### src/rtl/hdlc_tx_arb.sv
`default_nettype none
// +----------------------------------------------------------------------------+
// | Module      : hdlc_tx_arb                                                  |
// | Description : Round-robin arbiter and frame sequencer that shares one      |
// |               HDLC Tx datapath between NUM_REQ byte-stream frame sources.  |
// |               Moves bytes under a byte-level handshake, caps frame length, |
// |               converts requester aborts / overlong frames into a datapath  |
// |               abort, and enforces an idle gap between frames.              |
// | Revision    : 1.0 - initial release                                        |
// +----------------------------------------------------------------------------+
module hdlc_tx_arb #(
   parameter int NUM_REQ    = 2,
   parameter int MAX_LEN    = 126,
   parameter int GAP_CYCLES = 16
) (
   input  logic                 Clk,
   input  logic                 Rst,
   input  logic [NUM_REQ-1:0]   Req_Valid,
   input  logic [8*NUM_REQ-1:0] Req_Data,
   input  logic [NUM_REQ-1:0]   Req_Last,
   input  logic [NUM_REQ-1:0]   Req_Abort,
   output logic [NUM_REQ-1:0]   Req_Ready,
   output logic [NUM_REQ-1:0]   Grant,
   output logic [7:0]           Tx_Data,
   output logic                 Tx_WrByte,
   input  logic                 Tx_Done,
   output logic                 Tx_ValidFrame,
   output logic                 Tx_AbortFrame,
   input  logic                 Tx_AbortedTrans,
   output logic                 Err_Overlong,
   output logic                 Busy
);

   localparam int                 c_IDX_W    = (NUM_REQ > 1) ? $clog2(NUM_REQ) : 1;
   localparam int                 c_GAP_W    = (GAP_CYCLES > 1) ? $clog2(GAP_CYCLES) : 1;
   localparam logic [7:0]         c_MAX_CNT  = 8'(MAX_LEN);
   localparam logic [c_IDX_W-1:0] c_LAST_IDX = c_IDX_W'(NUM_REQ - 1);
   localparam logic [c_GAP_W-1:0] c_GAP_LOAD = c_GAP_W'(GAP_CYCLES - 1);

   typedef enum logic [2:0] {
      S_IDLE  = 3'd0,
      S_LOAD  = 3'd1,
      S_WAIT  = 3'd2,
      S_CLOSE = 3'd3,
      S_ABORT = 3'd4,
      S_GAP   = 3'd5
   } state_t;

   state_t               r_state;
   logic [c_IDX_W-1:0]   r_gidx;
   logic [c_IDX_W-1:0]   r_last_grant;
   logic [NUM_REQ-1:0]   r_grant;
   logic [7:0]           r_count;
   logic [c_GAP_W-1:0]   r_gap;
   logic                 r_tx_ready;
   logic [7:0]           r_tx_data;
   logic                 r_wrbyte;
   logic                 r_valid_frame;
   logic                 r_abort_frame;
   logic                 r_err_overlong;

   logic                 w_sel_any;
   logic [c_IDX_W-1:0]   w_sel_idx;
   logic [c_IDX_W-1:0]   w_cand;
   logic                 w_g_valid;
   logic                 w_g_last;
   logic                 w_g_abort;
   logic [7:0]           w_g_data;
   logic                 w_at_max;
   logic                 w_overlong;
   logic                 w_in_frame;
   logic                 w_abort;
   logic                 w_accept;
   logic [NUM_REQ-1:0]   w_gidx_onehot;
   logic [NUM_REQ-1:0]   w_sel_onehot;

   // Round-robin pick: the nearest valid requester after the last owner wins,
   // so the loop runs farthest-first and lets closer candidates overwrite.
   always_comb begin
      w_sel_any = 1'b0;
      w_sel_idx = '0;
      w_cand    = '0;
      for (int k = NUM_REQ; k >= 1; k--) begin
         w_cand = c_IDX_W'((int'(r_last_grant) + k) % NUM_REQ);
         if (Req_Valid[w_cand]) begin
            w_sel_any = 1'b1;
            w_sel_idx = w_cand;
         end
      end
   end

   // One-hot decode of the current owner and of the arbitration winner.
   always_comb begin
      w_gidx_onehot = '0;
      w_sel_onehot  = '0;
      w_gidx_onehot[r_gidx]    = 1'b1;
      w_sel_onehot[w_sel_idx]  = 1'b1;
   end

   // Signals of the granted requester only; other requesters are invisible.
   assign w_g_valid = Req_Valid[r_gidx];
   assign w_g_last  = Req_Last[r_gidx];
   assign w_g_abort = Req_Abort[r_gidx];
   assign w_g_data  = Req_Data[{r_gidx, 3'b000} +: 8];

   // A non-final byte offered once MAX_LEN bytes are already in is overlong;
   // a final byte at that point is not an error but cannot be taken either.
   assign w_at_max   = (r_count == c_MAX_CNT);
   assign w_overlong = w_g_valid && !w_g_last && w_at_max;
   assign w_in_frame = (r_state == S_LOAD) || (r_state == S_WAIT);
   assign w_abort    = w_in_frame && (w_g_abort || w_overlong);
   assign w_accept   = (r_state == S_LOAD) && w_g_valid && r_tx_ready &&
                       !w_g_abort && !w_at_max;

   assign Req_Ready = w_accept ? w_gidx_onehot : '0;

   // Frame sequencer: arbitration, byte handshake, close/abort and idle gap.
   always_ff @(posedge Clk) begin
      if (!Rst) begin
         r_state        <= S_IDLE;
         r_gidx         <= '0;
         r_last_grant   <= c_LAST_IDX;
         r_grant        <= '0;
         r_count        <= 8'd0;
         r_gap          <= '0;
         r_tx_ready     <= 1'b1;
         r_tx_data      <= 8'd0;
         r_wrbyte       <= 1'b0;
         r_valid_frame  <= 1'b0;
         r_abort_frame  <= 1'b0;
         r_err_overlong <= 1'b0;
      end else begin
         r_wrbyte       <= 1'b0;
         r_abort_frame  <= 1'b0;
         r_err_overlong <= 1'b0;

         // Datapath is busy from the write strobe until it reports Done.
         if (w_accept) begin
            r_tx_ready <= 1'b0;
         end else if (Tx_Done) begin
            r_tx_ready <= 1'b1;
         end

         case (r_state)
            S_IDLE: begin
               if (w_sel_any) begin
                  r_gidx        <= w_sel_idx;
                  r_grant       <= w_sel_onehot;
                  r_valid_frame <= 1'b1;
                  r_count       <= 8'd0;
                  r_state       <= S_LOAD;
               end
            end

            S_LOAD: begin
               if (w_abort) begin
                  r_abort_frame  <= 1'b1;
                  r_valid_frame  <= 1'b0;
                  r_err_overlong <= w_overlong && !w_g_abort;
                  r_state        <= S_ABORT;
               end else if (w_accept) begin
                  r_wrbyte  <= 1'b1;
                  r_tx_data <= w_g_data;
                  if (r_count != 8'hFF) begin
                     r_count <= r_count + 8'd1;
                  end
                  r_state <= w_g_last ? S_CLOSE : S_WAIT;
               end
            end

            S_WAIT: begin
               if (w_abort) begin
                  r_abort_frame  <= 1'b1;
                  r_valid_frame  <= 1'b0;
                  r_err_overlong <= w_overlong && !w_g_abort;
                  r_state        <= S_ABORT;
               end else if (Tx_Done) begin
                  r_state <= S_LOAD;
               end
            end

            S_CLOSE: begin
               if (Tx_Done) begin
                  r_valid_frame <= 1'b0;
                  r_last_grant  <= r_gidx;
                  r_grant       <= '0;
                  r_gap         <= c_GAP_LOAD;
                  r_state       <= S_GAP;
               end
            end

            S_ABORT: begin
               if (Tx_AbortedTrans) begin
                  r_last_grant <= r_gidx;
                  r_grant      <= '0;
                  r_gap        <= c_GAP_LOAD;
                  r_state      <= S_GAP;
               end
            end

            S_GAP: begin
               if (r_gap == '0) begin
                  r_state <= S_IDLE;
               end else begin
                  r_gap <= r_gap - 1'b1;
               end
            end

            default: begin
               r_state <= S_IDLE;
            end
         endcase
      end
   end

   assign Grant         = r_grant;
   assign Tx_Data       = r_tx_data;
   assign Tx_WrByte     = r_wrbyte;
   assign Tx_ValidFrame = r_valid_frame;
   assign Tx_AbortFrame = r_abort_frame;
   assign Err_Overlong  = r_err_overlong;
   assign Busy          = (r_state != S_IDLE);

endmodule
`default_nettype wire

### config.mk
export PLATFORM = sky130hd
export DESIGN_NAME = hdlc_tx_arb
export DESIGN_NICKNAME = d
export VERILOG_FILES = /design/src/rtl/hdlc_tx_arb.sv
export SDC_FILE = /design/constraint.sdc
export NUM_CORES = 1
export LEC_CHECK = 0
export ABC_AREA = 1
export ABC_CLOCK_PERIOD_IN_PS = 1400
export BUFFER_PORTS_ARGS = -buffer_cell sky130_fd_sc_hd__clkbuf_2
export CAP_MARGIN = 10
export CORE_ASPECT_RATIO = 1.1
export CORE_MARGIN = 2
export CORE_UTILIZATION = 50
export CTS_BUF_LIST = sky130_fd_sc_hd__clkbuf_4
export CTS_CLUSTER_SIZE = 25
export DETAILED_ROUTE_END_ITERATION = 8
export PLACE_DENSITY = 0.78
export REMOVE_ABC_BUFFERS = 1
export SYNTH_ARGS = -nofsm -noshare
export SYNTH_HDL_FRONTEND = slang
export SYNTH_SLANG_ARGS = --single-unit
### constraint.sdc
create_clock -name Clk -period 1.4 [get_ports Clk]
set_input_delay 0.21 -clock Clk [delete_from_list [all_inputs] [get_ports Clk]]
set_output_delay 0.21 -clock Clk [all_outputs]
set_load 0.02 [all_outputs]
==> flow_summary.ini <==
[status]
status = complete, but fails checks
violations = design-rule violations, negative setup slack

[die]
die_width_um = 61.0
initial_core_util = 0.527
die_area_um2 = 4070
io_pins = 43
core-area_um2 = 3390
chipHeight_um = 66.7
placement_rows = 22

[layout]
fillers = 157
area_growth_pct = 64.8
antenna_cells = 0
multi_input_area_um2 = 1280
drive_gt1_frac = 0.511
layout.nets = 400
ff_latch_area_um2 = 661

[place]
hpwlAfterDp_mm = 3.28
place_congestion = 0.869
port_buffers = 42

[global_routing]
grt_pass1_wl_mm = 8.71
grt_overflow = 0
grtUsageTotal = 0.288
grt_max_degree = 19
antenna_found_initial = 0
grt_pass1_vias = 2021

[sta]
timing.hold.ws_ps = 112
setup_violations = 34
max_freq_mhz = 517
slew_headroom = 0.602
final.period_utilization = 1.38
period_needed_ps = 1930
drv_slew = 0
final.setup_skew_ps = 14.2
fin_ws_ps = -535
tightestPinTransition_ps = 597
setup_tns_ps = -8720
rsz0062_at_grt = true
hold_viol_final = 0

[clocking]
htreeDepth = 2
cts_buffers = 5
cts_tree = yes
worst_skew_pair.late_latency_ps = 350
clockBufferDepth = 2
clockRootBuffer = clkbuf_4
clock_sinks = 32
clk_pin_slew_ps = 110
holdBufCountCts = 0

[yosys]
synth_flop_cell = dfxtp_1
synth_edf_count = 0
synth_area_um2 = 1790
yosys.area.top_type = dfxtp_1
async_reset_ff_frac = 0
synth_cell_types = 29
seq_area_frac_synth = 0.359
synth_top_area_frac = 0.359
syn_inst = 270
ys_ff_latch = 32
synth_warnings = 0
avgSynthCellArea_um2 = 6.61
synth.most_common_cell = nand2_1
synth.area.top_cells = dfxtp_1 36%, nand2_1 16%, nor2_1 7.6%, inv_1 6.3%, nand3_1 6.2%
yosys-top-cells-count = 76 x nand2_1, 36 x nor2_1, 32 x dfxtp_1

[worst_setup_path]
crit_fanout = 4
crit_chain = buf_12, nand2_1, o21ai_4, nand2_4, nor2_4, inv_2, nor2_1, buf_4
cp_top_family = simple AND/OR/NAND/NOR gates
cp_num_buf_inv = 3
endpoint_kind = primary output
cp_data_required_time_ps = 1190
start_kind = flip-flop
cpPeakStageDelay_ps = 410
worst_path_max_delay_cell = dfxtp_4
critPathKind = reg -> out
critical_path_arrival_ps = 1720

[job]
drv_cap = 0

[route]
first_pass_iters = 9
drc_errors = 1
wl_per_cell_um = 18.9
ant_nets = 0
vias = 2448
wirelength_mm = 7.94
via_per_inst = 5.83
drt_iter0_drc = 275

[power]
power_mw = 5.55
irDropWorstVdd_mv = 1.27
leakage_nw = 1.45
cellPowerDensity_nw_per_um2 = 1890

[hold_path]
min_path_type = in -> reg
metal layers:
metal / up-vias / GRT usage / part of all wire
met3: 59 / 0.0718 / 0.082
li1: 1069 / - / -
met2: 197 / 0.496 / 0.49
met5: - / 0 / 0
met1: 1123 / 0.319 / 0.36
met4: 0 / 0.144 / 0.069
per-stage QoR:
step | setup WS, ps | util | area [um2] | std cells
2_1_floorplan | -527 | - | 1730 | 262
3_3_place_gp | -183 | 0.676 | 2290 | 391
3_5_place_dp | -243 | 0.676 | 2290 | 391
4_1_cts | -379 | 0.773 | 2620 | 410
5_1_grt | -549 | 0.869 | 2940 | 420
6_report | -535 | 0.869 | 2940 | 420
worst min-delay path: cells and delay by family:
kind,cells,cell delay [ps]
AO/OA/AOI/OAI,1,70
buffers and inverters,1,80
AND/OR/NAND/NOR,1,50
layout make-up:
| type | count | area share |
|---|---|---|
| flip-flops and latches | 32 | 0.225 |
| multi-input cells | 196 | 0.436 |
| repair buffers | 101 | 0.251 |
| inverters | 35 | 0.0481 |
| clock inverters | 3 | 0.00638 |
| clock buffers | 5 | 0.0128 |
| well taps | 48 | 0.0204 |
worst paths after layout:
check	to	slack (ps)	cells past startpoint	from
setup reg to reg	r_count[2]	-470	12	r_gidx
hold / removal	Tx_Data[2]	110	3	Req_Data[10]
hold reg to reg	Grant[1]	500	2	Grant[1]
setup / recovery	Req_Ready[1]	-530	8	r_gidx
kinds of logic after synthesis:
kind of cell	Yosys count	share of synthesized area
AOI/OAI and AO/OA	36	0.119
buffers and inverters	43	0.107
and+or+nand+nor	154	0.384
adders and majority gates	3	0.0210
xor gates and xnor gates	2	0.00981
DFF	32	0.359
repair_timing:
action                     CTS  global route
gates resized for setup     60            74
setup endpoints to repair   29            32
pin swaps                   19            29
gates cloned                 2             0
buffers inserted            11            13
state kept, by name, indices dropped and copies added (netlist names):
register,count
Grant,2
r_gap,4
r_tx_ready,1
r_gidx,1
Tx_WrByte,1
Tx_AbortFrame,1
Err_Overlong,1
r_count,8
Tx_Data,8
r_state,3
Tx_ValidFrame,1
r_last_grant,1
layout by cell type (no fill, tap or decap), types with 2 or more instances in the layout:
master / instances
nor2_4: 7
o21bai_1: 2
clkbuf_4: 5
buf_4: 44
nor3_4: 2
dfxtp_2: 4
a21oi_1: 8
nand3_4: 2
dfxtp_4: 4
inv_2: 7
ha_4: 2
nor2_1: 26
o21ai_4: 3
xor2_1: 2
nand3b_1: 2
inv_4: 4
nand2_4: 12
dfxtp_1: 24
a31oi_1: 10
buf_6: 15
clkbuf_2: 40
inv_1: 24
nand3_1: 14
buf_12: 2
clkinv_2: 2
o21ai_2: 8
nand3_2: 7
nand2_2: 8
nand4_1: 4
nor2_2: 6
nand2_1: 60
power breakdown:
part	switching (mW)	internal [mW]	total (mW)
Clock	0.356	0.193	0.549
Combinational	2.04	1.51	3.55
Sequential	0.259	1.20	1.45
Power figures use the tool's default switching activity.
